$ cat config.mk
export PLATFORM = sky130hd
export DESIGN_NAME = perceptron
export DESIGN_NICKNAME = d
export VERILOG_FILES = /design/src/rtl/perceptron.sv
export SDC_FILE = /design/constraint.sdc
export NUM_CORES = 1
export LEC_CHECK = 0
export BUFFER_PORTS_ARGS = -buffer_cell sky130_fd_sc_hd__buf_2
export CAP_MARGIN = 20
export CELL_PAD_IN_SITES_DETAIL_PLACEMENT = 0
export CELL_PAD_IN_SITES_GLOBAL_PLACEMENT = 1
export CORE_MARGIN = 8
export CORE_UTILIZATION = 43
export CTS_BUF_LIST = sky130_fd_sc_hd__clkbuf_8
export DETAILED_ROUTE_END_ITERATION = 10
export GPL_ROUTABILITY_DRIVEN = 0
export GPL_TIMING_DRIVEN = 0
export PLACE_DENSITY_LB_ADDON = 0.15
export SLEW_MARGIN = 0
export SYNTH_ARGS = -nofsm -noshare
export SYNTH_HDL_FRONTEND = slang
export SYNTH_SLANG_ARGS = --single-unit
$ cat constraint.sdc
create_clock -name clk -period 12 [get_ports clk]
set_input_delay 1.8 -clock clk [delete_from_list [all_inputs] [get_ports clk]]
set_output_delay 1.8 -clock clk [all_outputs]
set_load 0.01 [all_outputs]
$ cat src/rtl/perceptron.sv
// Single-neuron datapath: y = relu_sat(sum(x[i]*w[i]) + b), two registered stages.
// Products and bias are registered first; the adder tree and activation feed the y register.
`ifndef DATA_WIDTH
`define DATA_WIDTH 8
`endif

module perceptron #(
    parameter int N          = 4,
    parameter int DATA_WIDTH = `DATA_WIDTH
) (
    input  logic                         clk,
    input  logic                         rst_n,
    input  logic signed [DATA_WIDTH-1:0] x [N],
    input  logic signed [DATA_WIDTH-1:0] w [N],
    input  logic signed [DATA_WIDTH-1:0] b,
    output logic signed [DATA_WIDTH-1:0] y
);

    localparam int PROD_W = 2 * DATA_WIDTH;
    localparam int ACC_W  = PROD_W + $clog2(N) + 1;
    localparam int LEAVES = 2 ** $clog2(N);
    localparam logic signed [ACC_W-1:0] Y_MAX = ACC_W'((2 ** (DATA_WIDTH - 1)) - 1);

    logic signed [PROD_W-1:0]     p_q [N];
    logic signed [DATA_WIDTH-1:0] b_q;

    logic signed [ACC_W-1:0]      tree [2*LEAVES-1];
    logic signed [ACC_W-1:0]      s;
    logic signed [DATA_WIDTH-1:0] y_next;

    // Stage 1: full-width products, bias carried alongside.
    always_ff @(posedge clk) begin
        // NOTE: rst_n is a synchronous active-high reset despite its name.
        if (rst_n) begin
            // NOTE: the product array is only N registers, so it is cleared
            // on reset to keep stale sums from reaching y after release.
            for (int i = 0; i < N; i++) begin
                p_q[i] <= '0;
            end
            b_q <= '0;
        end else begin
            // NOTE: non-blocking assignments for all clocked state.
            for (int i = 0; i < N; i++) begin
                p_q[i] <= PROD_W'(x[i]) * PROD_W'(w[i]);
            end
            b_q <= b;
        end
    end

    // Stage 2: balanced adder tree in heap layout (root at 0), then ReLU + saturation.
    always_comb begin
        // NOTE: every combinational output gets a default first, so no latch is inferred.
        for (int i = 0; i < 2*LEAVES-1; i++) begin
            tree[i] = '0;
        end
        for (int i = 0; i < N; i++) begin
            tree[LEAVES-1+i] = ACC_W'(p_q[i]);
        end
        for (int k = LEAVES - 2; k >= 0; k--) begin
            tree[k] = tree[2*k+1] + tree[2*k+2];
        end

        s = tree[0] + ACC_W'(b_q);

        y_next = s[DATA_WIDTH-1:0];
        if (s < 0) begin
            y_next = '0;
        end else if (s > Y_MAX) begin
            y_next = Y_MAX[DATA_WIDTH-1:0];
        end
    end

    always_ff @(posedge clk) begin
        if (rst_n) begin
            y <= '0;
        end else begin
            y <= y_next;
        end
    end

endmodule

==> metrics.txt <==
status=finished, final reports clean; initial drt markers=about 340; post-route clock period utilization=48.2%; # IOs=82; Worst Hold Class=flip-flop to flip-flop; CTS root buffer=clkbuf_8; Synth Warn #=0; Worst Setup Start Kind=primary input; drt first pass iters=5; CP startpoint=x[27]; clock-pin slew on the worst setup and hold paths=about 0.090 ns; layout cells sized above 1=7.17%; CTS Buffer Depth=2; worst reg2reg path startpoint=b_q[1]; Critical Path End Type=flip-flop; Synth Register Bits=80; worst skew pair latency=~0.36 ns; CTS tree=built; number of antenna-violating nets in the routed design=0; Max Used Layer=met4; area leader, netlist=fa_1; CTS-repair resized insts=0; Netlist cell types=between 60 and 70; Clock Skews=~0.012 ns; Period minus WS final=between 5 and 6 ns; Die Wd=about 200 microns; wire length per cell=roughly 14 microns; Final Hold Viols=0; maximum number of pins on one net before global-route repair=15; Vias=roughly 9800; initial antenna violation count=1; first-pass GRT wire length=a little over 50000 microns; Final TNS setup=0 ns; DP HPWL=between 20000 and 30000 microns; Avg Inst Size Synth=approximately 9.1 sq um; final setup violation count=0; diodes inserted=0; flop-to-flop setup slack=~7 ns; Rel. slew slack=between 10% and 20%; post-CTS repair timing setup buffer count=0; hold_sp=p_q[1][0]; Final Slew Violations=0; Crit Path Category=primary input to flip-flop; H-tree levels=3; unrepaired setup endpoints after global routing=false; cells after synthesis=1551; Worst EP required=12.27 ns; clk sinks=80; die height=between 150 and 200 microns; Post-synth EDFFs=0; Synth top area share=38.1%; Slew @ Worst Pin=about 1.2 ns; Net count, final=2119; Port Buf Inserts=78; dpl ws=approximately 5.8 ns; final wirelength=29500 microns; Arr. time, crit path=6.06 ns; Core ar.=about 0.033 sq mm; max-cap violation count=0; met2 WL=between 10000 and 15000 microns; sequential share of the synthesized area=11.3%; post-DR vias/cell=approximately 4.7; main area contributors after synthesis=fa_1 38%, ha_1 12%, dfxtp_1 11%; met3 routed WL=approximately 520 microns; most common cell after layout, fill and taps aside=inv_1; GRT Overall Usage=between 15 and 20%; Post-CTS Hold Fix Bufs=0; Setup WS post-layout=approximately 6.2 ns; Rows=66; FFs w/ async S/R, synth=0%; Syn Std Cell Area=0.0142 sq mm; vias in the first global route=10300; CTS buffer count=9; DRC=0; grt ovf=0; fmax=roughly 170 MHz; Met1 Wirelength=14600 microns; most frequent cells in the layout=399 x inv_1, 270 x fa_1, 151 x and2_1; Die ar.=slightly below 0.04 sq mm; Top FF cell, synth=dfxtp_1; crit-path max FO=8; Synth Net Count=2030; Initial Utilization=43.6%; Syn-to-layout area delta=8.42%
-- routing by layer --
layer	up-vias	GRT usage (%)
met3	16	1.41
met4	0	2.18
met2	83	26.7
met1	4891	22.7
met5	-	0
li1	4848	-
-- cell families after synthesis --
family / Yosys count / share of synthesized area [%]
and+or+nand+nor: 450 / 16.9
AOI/OAI and AO/OA: 134 / 6.46
xor gates and xnor gates: 60 / 3.71
adders and majority gates: 405 / 50.1
other: 1 / 0.0265
buffers and inverters: 416 / 11.1
DFF: 80 / 11.3
muxes: 5 / 0.388
-- Yosys cell counts, drive strengths merged (8+ instances only) --
| cell type | number |
|---|---|
| dfxtp | 80 |
| clkbuf | 12 |
| xor2 | 17 |
| nor3 | 32 |
| o21ai | 37 |
| nor2b | 39 |
| ha | 135 |
| nand2 | 97 |
| xnor2 | 43 |
| a31oi | 8 |
| nand3 | 10 |
| a21oi | 30 |
| or3 | 15 |
| and2 | 151 |
| inv | 400 |
| nand2b | 31 |
| fa | 270 |
| nor2 | 57 |
| a21o | 18 |
-- critical path, cell delays in order --
cell       delay, ns
buf_2           0.16
and2_1          0.18
fa_1            0.41
inv_1           0.07
fa_1            0.44
fa_1            0.50
fa_1            0.50
inv_1           0.05
ha_1            0.30
a21o_1          0.20
a2111oi_0       0.73
nor3_1          0.18
nor3_1          0.29
nor3_1          0.09
nor3_1          0.17
-- metrics by stage --
step	instances	cell area [sq um]	util, %	hold WS (ns)
global route	2087	15400	47.2	0.825
detailed placement	2071	15100	46.5	0.771
global placement	2071	15100	46.5	0.785
finish	2087	15400	47.2	0.795
floorplan	1551	14200	-	0.612
CTS	2087	15400	47.2	0.790
-- cell type report --
type	instances	area [sq um]
fillers	3270	17200
multi-input cells	1055	11000
flip-flops and latches	80	1600
inverters	400	1500
well taps	442	553
repair buffers	78	390
clock buffers	10	138
clock inverters	6	113
plain buffers	16	76.3
-- state kept, by name, indices dropped and copies added, names as in the netlist --
register  count
p_q          64
b_q           8
y             8
-- final timing paths --
path,endpoint,cells after the start
max reg2reg,y[6],14
min,y[0],3
max,p_q[0][15],15
min reg2reg,y[0],3
Power is not shown: default switching activity piles up to over one toggle a cycle in this logic, so the estimate is an artifact.
